**config.mk**
```make
export PLATFORM = sky130hd
export DESIGN_NAME = muldiv_seq_flat
export DESIGN_NICKNAME = d
export VERILOG_FILES = /design/src/rtl/muldiv_seq_if.sv /design/src/rtl/muldiv_seq.sv /design/src/flat_wrapper.sv
export SDC_FILE = /design/constraint.sdc
export NUM_CORES = 1
export LEC_CHECK = 0
export ABC_CLOCK_PERIOD_IN_PS = 1850
export CAP_MARGIN = 20
export CORE_MARGIN = 2
export CORE_UTILIZATION = 45
export DETAILED_ROUTE_END_ITERATION = 8
export PLACE_DENSITY = 0.89
export SLEW_MARGIN = 20
export SYNTH_ARGS = -nofsm -noshare
export SYNTH_HDL_FRONTEND = slang
export SYNTH_SLANG_ARGS = --single-unit
```
**constraint.sdc**
```tcl
create_clock -name clk -period 1.85 [get_ports clk]
set_clock_uncertainty 0.2 [all_clocks]
set_input_delay 0.185 -clock clk [delete_from_list [all_inputs] [get_ports clk]]
set_output_delay 0.185 -clock clk [all_outputs]
set_load 0.05 [all_outputs]
```
**src/rtl/muldiv_seq_if.sv**
```systemverilog
// muldiv_seq_if
// Request/response bundle between the EX stage and the multi-cycle
// multiply/divide sequencer.
//   start  : request pulse, only honoured while the sequencer is idle
//   op     : 0 = MULTU, 1 = DIVU, sampled with start
//   src_a  : multiplicand / dividend, sampled with start
//   src_b  : multiplier / divisor, sampled with start
//   busy   : sequencer is working or presenting its result
//   done   : one-cycle pulse when hi/lo hold the final result
//   hi, lo : MULTU product high/low word, DIVU remainder/quotient
// The slave modport is the sequencer's view; the master modport is the core's view.
interface muldiv_seq_if #(
    parameter int WIDTH = 32
);
    logic             start;
    logic             op;
    logic [WIDTH-1:0] src_a;
    logic [WIDTH-1:0] src_b;
    logic             busy;
    logic             done;
    logic [WIDTH-1:0] hi;
    logic [WIDTH-1:0] lo;

    modport master (
        output start, op, src_a, src_b,
        input  busy, done, hi, lo
    );

    modport slave (
        input  start, op, src_a, src_b,
        output busy, done, hi, lo
    );
endinterface

```
**src/rtl/muldiv_seq.sv**
```systemverilog
// muldiv_seq
// Multi-cycle 32x32 unsigned multiply (shift-add) and unsigned divide
// (restoring) that borrows an external combinational ALU for one
// add/subtract per cycle. The core stalls while busy is high and picks up
// hi/lo when done pulses.
// Ports:
//   clk          : clock, all state changes on the rising edge
//   rst          : synchronous active-high reset
//   bus          : muldiv_seq_if slave (start/op/src_a/src_b in,
//                  busy/done/hi/lo out)
//   alu_A, alu_B : operands driven to the shared ALU
//   alu_ALUop    : ALU function (0010 = ADD, 1010 = SUB)
//   alu_Result   : ALU result
//   alu_CarryOut : carry on ADD, borrow (A < B unsigned) on SUB
module muldiv_seq #(
    parameter int WIDTH = 32,
    parameter int ITER  = 32
) (
    input  logic             clk,
    input  logic             rst,
    muldiv_seq_if.slave      bus,
    output logic [WIDTH-1:0] alu_A,
    output logic [WIDTH-1:0] alu_B,
    output logic [3:0]       alu_ALUop,
    input  logic [WIDTH-1:0] alu_Result,
    input  logic             alu_CarryOut
);

    localparam logic [3:0] ALU_ADD = 4'b0010;
    localparam logic [3:0] ALU_SUB = 4'b1010;
    localparam int         CW      = $clog2(ITER);
    localparam logic [CW-1:0] LAST_ITER = CW'(ITER - 1);

    typedef enum logic [1:0] {
        IDLE,
        RUN,
        DONE
    } state_t;

    state_t           state;
    logic [CW-1:0]    counter;
    logic             op_div;
    logic [WIDTH-1:0] operand;
    logic [WIDTH-1:0] hi_r;
    logic [WIDTH-1:0] lo_r;
    logic             busy_r;
    logic             done_r;

    logic [WIDTH-1:0] shifted;
    logic             msb_out;
    logic             q_bit;

    assign bus.busy = busy_r;
    assign bus.done = done_r;
    assign bus.hi   = hi_r;
    assign bus.lo   = lo_r;

    // Divide step: the partial remainder shifts left by one pulling in the
    // next dividend bit from the top of lo. A bit falling out of hi means the
    // true remainder is >= 2^32 and therefore always >= the divisor, so the
    // subtraction is taken regardless of the ALU borrow.
    assign shifted = {hi_r[WIDTH-2:0], lo_r[WIDTH-1]};
    assign msb_out = hi_r[WIDTH-1];
    assign q_bit   = msb_out | ~alu_CarryOut;

    // The ALU is only ours while running; otherwise present a harmless ADD of zeros.
    always_comb begin
        alu_A     = '0;
        alu_B     = '0;
        alu_ALUop = ALU_ADD;
        if (state == RUN) begin
            alu_B = operand;
            if (op_div) begin
                alu_A     = shifted;
                alu_ALUop = ALU_SUB;
            end else begin
                alu_A     = hi_r;
                alu_ALUop = ALU_ADD;
            end
        end
    end

    // Sequencer FSM and datapath. operand holds the multiplicand for MULTU
    // and the divisor for DIVU; lo starts as the multiplier or the dividend.
    always_ff @(posedge clk) begin
        if (rst) begin
            state   <= IDLE;
            counter <= '0;
            op_div  <= 1'b0;
            operand <= '0;
            hi_r    <= '0;
            lo_r    <= '0;
            busy_r  <= 1'b0;
            done_r  <= 1'b0;
        end else begin
            case (state)
                IDLE: begin
                    done_r <= 1'b0;
                    if (bus.start) begin
                        op_div  <= bus.op;
                        operand <= bus.op ? bus.src_b : bus.src_a;
                        hi_r    <= '0;
                        lo_r    <= bus.op ? bus.src_a : bus.src_b;
                        counter <= '0;
                        busy_r  <= 1'b1;
                        state   <= RUN;
                    end
                end

                RUN: begin
                    counter <= counter + 1'b1;
                    if (op_div) begin
                        hi_r <= q_bit ? alu_Result : shifted;
                        lo_r <= {lo_r[WIDTH-2:0], q_bit};
                    end else if (lo_r[0]) begin
                        // Keep the ALU carry as bit 64 of the accumulator before shifting.
                        hi_r <= {alu_CarryOut, alu_Result[WIDTH-1:1]};
                        lo_r <= {alu_Result[0], lo_r[WIDTH-1:1]};
                    end else begin
                        hi_r <= {1'b0, hi_r[WIDTH-1:1]};
                        lo_r <= {hi_r[0], lo_r[WIDTH-1:1]};
                    end
                    if (counter == LAST_ITER) begin
                        done_r <= 1'b1;
                        state  <= DONE;
                    end
                end

                DONE: begin
                    done_r <= 1'b0;
                    busy_r <= 1'b0;
                    state  <= IDLE;
                end

                default: begin
                    done_r <= 1'b0;
                    busy_r <= 1'b0;
                    state  <= IDLE;
                end
            endcase
        end
    end

endmodule

```
**src/flat_wrapper.sv**
```systemverilog
// flat-port wrapper written by rule: the top's interface ports become plain ports
module muldiv_seq_flat 
#(
    parameter int WIDTH = 32,
    parameter int ITER  = 32
)
  (clk, rst, alu_A, alu_B, alu_ALUop, alu_Result, alu_CarryOut, bus_start, bus_op, bus_src_a, bus_src_b, bus_busy, bus_done, bus_hi, bus_lo);
  muldiv_seq_if #(.WIDTH(WIDTH)) bus_i ();
  input  logic clk;
  input  logic rst;
  output logic [WIDTH-1:0] alu_A;
  output logic [WIDTH-1:0] alu_B;
  output logic [3:0] alu_ALUop;
  input  logic [WIDTH-1:0] alu_Result;
  input  logic alu_CarryOut;
  input wire logic [$bits(bus_i.start)-1:0] bus_start;
  input wire logic [$bits(bus_i.op)-1:0] bus_op;
  input wire logic [$bits(bus_i.src_a)-1:0] bus_src_a;
  input wire logic [$bits(bus_i.src_b)-1:0] bus_src_b;
  output wire logic [$bits(bus_i.busy)-1:0] bus_busy;
  output wire logic [$bits(bus_i.done)-1:0] bus_done;
  output wire logic [$bits(bus_i.hi)-1:0] bus_hi;
  output wire logic [$bits(bus_i.lo)-1:0] bus_lo;
  assign bus_i.start = bus_start;
  assign bus_i.op = bus_op;
  assign bus_i.src_a = bus_src_a;
  assign bus_i.src_b = bus_src_b;
  assign bus_busy = bus_i.busy;
  assign bus_done = bus_i.done;
  assign bus_hi = bus_i.hi;
  assign bus_lo = bus_i.lo;
  muldiv_seq #(.WIDTH(WIDTH), .ITER(ITER)) u_core (.clk(clk), .rst(rst), .bus(bus_i), .alu_A(alu_A), .alu_B(alu_B), .alu_ALUop(alu_ALUop), .alu_Result(alu_Result), .alu_CarryOut(alu_CarryOut));
endmodule
```
==> impl_metrics.py <==
metrics = {
    "status": {
        "status": "finished with violations",
        "violations": "setup timing",
    },
    "sta": {
        "worstMarginPinSlew_ns": 0.569,
        "finalWorstSetupSlack_ns": -0.0111,
        "hold_viol_final": 0,
        "finalMaxSlewViolations": 0,
        "min_period_ns": 1.86,
        "relSlewSlack": 0.621,
        "rsz0062_at_grt": "yes",
        "setup_viol": 15,
        "holdWs_ns": 0.177,
        "post-route-period-util": 1.01,
        "clock.fmax_mhz": 537,
    },
    "placed_design": {
        "port_buffers": 231,
        "finalWeightedCongestion": 0.818,
        "hpwl_um": 14500,
        "place_area_um2": 9460,
        "post-place-ws_ns": -0.200,
    },
    "logic_synthesis": {
        "ys_dominant_reg_cell": "dfxtp_1",
        "avgSynthCellArea_um2": 9.17,
        "async_flop_share": 0,
        "synth_seq_area_share": 0.295,
        "synth_area_leaders": "dfxtp_1 30%, mux2i_1 17%, a32o_1 4.5%",
        "ys_types": 42,
        "ys_seq_elements": 106,
        "synth_most_common_cell": "mux2i_1",
        "yosysTopAreaCellShare": 0.295,
        "synthTopCellsByCount": "124 x mux2i_1, 106 x dfxtp_1, 68 x nor2_1, 45 x buf_2, 36 x a21oi_1",
        "mappedNetlistArea_um2": 7180,
        "syn_inst": 783,
        "yosysWarnings": 0,
        "synth_edf_count": 0,
        "yosys.area.top_type": "dfxtp_1",
    },
    "worst_setup_path": {
        "path_class": "reg -> out",
        "crit_required_ns": 1.46,
        "worstPathMaxFanout": 14,
        "end_kind": "output port",
        "cp-start-kind": "register",
        "worstPathArrival_ns": 1.48,
        "regToRegSetupSlack_ns": 0.02,
    },
    "worst_hold_path": {
        "hold_class": "in -> reg",
    },
    "routing": {
        "vias": 7093,
        "via_per_inst": 5.81,
        "drtPass1Iterations": 5,
        "drt_wl_total_um": 23000,
        "first_iter_violations": 444,
        "postRouteAntennaNets": 0,
        "drc_errors": 0,
        "wl_per_cell_um": 18.8,
    },
    "finish": {
        "fin_nets": 1102,
        "n_antenna_cell": 0,
        "stdcell_area_um2": 10600,
        "syn_to_final_growth_pct": 47.2,
        "drive_above_1_share": 0.337,
    },
    "global_route": {
        "grt_max_degree": 67,
        "grt_first_pass_wirelength_um": 34100,
        "grt_pass1_vias": 6609,
        "antenna_found_initial": 0,
        "gr-total-overflow": 0,
        "grt_use_total": 0.251,
    },
    "clock_network": {
        "cts_made_buffers": 9,
        "clockBufferDepth": 2,
        "clkSinkCount": 106,
        "worstSkewPairLatency_ns": 0.36,
        "h-tree-depth": 3,
        "cts_tree": "done",
        "cts_root_buf": "clkbuf_16",
        "clk_pin_slew_worst_paths_ns": 0.07,
    },
    "floorplan": {
        "start_util": 0.457,
        "dieArea_um2": 17000,
        "io_pins": 235,
        "die_h_um": 130,
        "die-width_um": 130,
        "num_rows": 46,
        "core_area_um2": 15700,
    },
    "power_and_ir_drop": {
        "leakagePower_nw": 4.39,
        "peakVddDrop_v": 0.000514,
        "total_power_w": 0.00720,
        "power_density_nw_per_um2": 681,
    },
    "run": {
        "maxCapViolations": 0,
    },
}
## where the power goes
part	internal, W	switching, W	leakage [nW]	total (W)
logic	0.00108	0.00139	3.37	0.00247
registers	0.00246	0.000191	0.875	0.00265
clock network	0.00119	0.000890	0.151	0.00208
## state kept, by name, indices dropped and copies added, names as in the netlist
name             flops
u_core.state         2
u_core.op_div        1
u_core.bus.lo       32
u_core.bus.hi       32
u_core.bus.busy      1
u_core.bus.done      1
u_core.counter       5
u_core.operand      32
## final timing paths
path                   startpoint            endpoint  cells past startpoint
hold reg to reg   u_core.bus.done     u_core.bus.done                      1
setup / recovery  u_core.state[1]           alu_B[21]                      5
hold / removal             bus_op  u_core.operand[14]                      3
setup reg to reg    u_core.op_div   u_core.bus.lo[21]                      6
## routing by layer
metal / share of wire / vias up / routed length, µm / global-route usage
li1: - / 3335 / - / -
met1: 0.40 / 3405 / 9260 / 0.308
met2: 0.48 / 295 / 11100 / 0.425
met3: 0.077 / 58 / 1760 / 0.0599
met4: 0.035 / 0 / 813 / 0.101
met5: 0 / - / 0 / 0
## final cells by class
type                       instances  area [µm²]
tap                              216         270
fill                            1190        5140
inverter                          32         120
sequential                       106        2130
clock buffer                      12         236
multi-input combinational        556        4670
timing repair buffer             294        3070
clock inverter                     4        73.8
## what timing repair did
item,in CTS,in global routing
setup buffers,10,10
gates resized for setup,103,50
cloned,2,5
pin swaps,0,8
endpoints found under the setup margin,65,101
hold buffers,1,0
endpoints found under the hold margin,2,0
## layout by cell type, fill, tap and decap left out, drive strengths merged, types with 2 or more instances in the layout
master,netlist,layout
buf,69,191
mux2i,124,124
dfxtp,106,106
clkdlybuf4s50,0,98
nor2,69,70
a21oi,36,36
nor2b,35,35
and2,34,34
a211oi,34,34
nand3b,33,33
o211ai,33,33
inv,32,33
a32o,32,32
o21bai,31,31
a211o,31,31
o221a,30,30
clkbuf,22,16
nand2b,5,5
a22o,3,3
o21ai,3,3
conb,2,3
nor3b,3,3
nand2,2,2
o21a,2,2
mux2,2,2
ha,2,2
bufinv,0,2
## worst max-delay path, cell delays in order, from the launching register on
cell	delay (ns)
dfxtp_2	0.32
buf_6	0.12
nor2b_4	0.17
buf_6	0.19
and2_1	0.16
buf_6	0.16
## through the flow
step / cells / util / TNS (ns)
6_report: 1220 / 0.673 / -0.0758
5_1_grt: 1220 / 0.673 / -2.53
4_1_cts: 1208 / 0.653 / -0.580
3_5_place_dp: 1179 / 0.602 / -9.26
3_3_place_gp: 1179 / 0.602 / -6.81
2_1_floorplan: 784 / - / -0.746
## cells by family after synthesis
family / after synthesis / synth area share
other: 2 / 0.00105
muxes: 126 / 0.176
buffers and inverters: 123 / 0.0920
and+or+nand+nor: 185 / 0.147
DFF: 106 / 0.295
adders and majority gates: 2 / 0.00348
AOI/OAI and AO/OA: 239 / 0.285
Note: power is estimated with default switching activity, not from simulation.
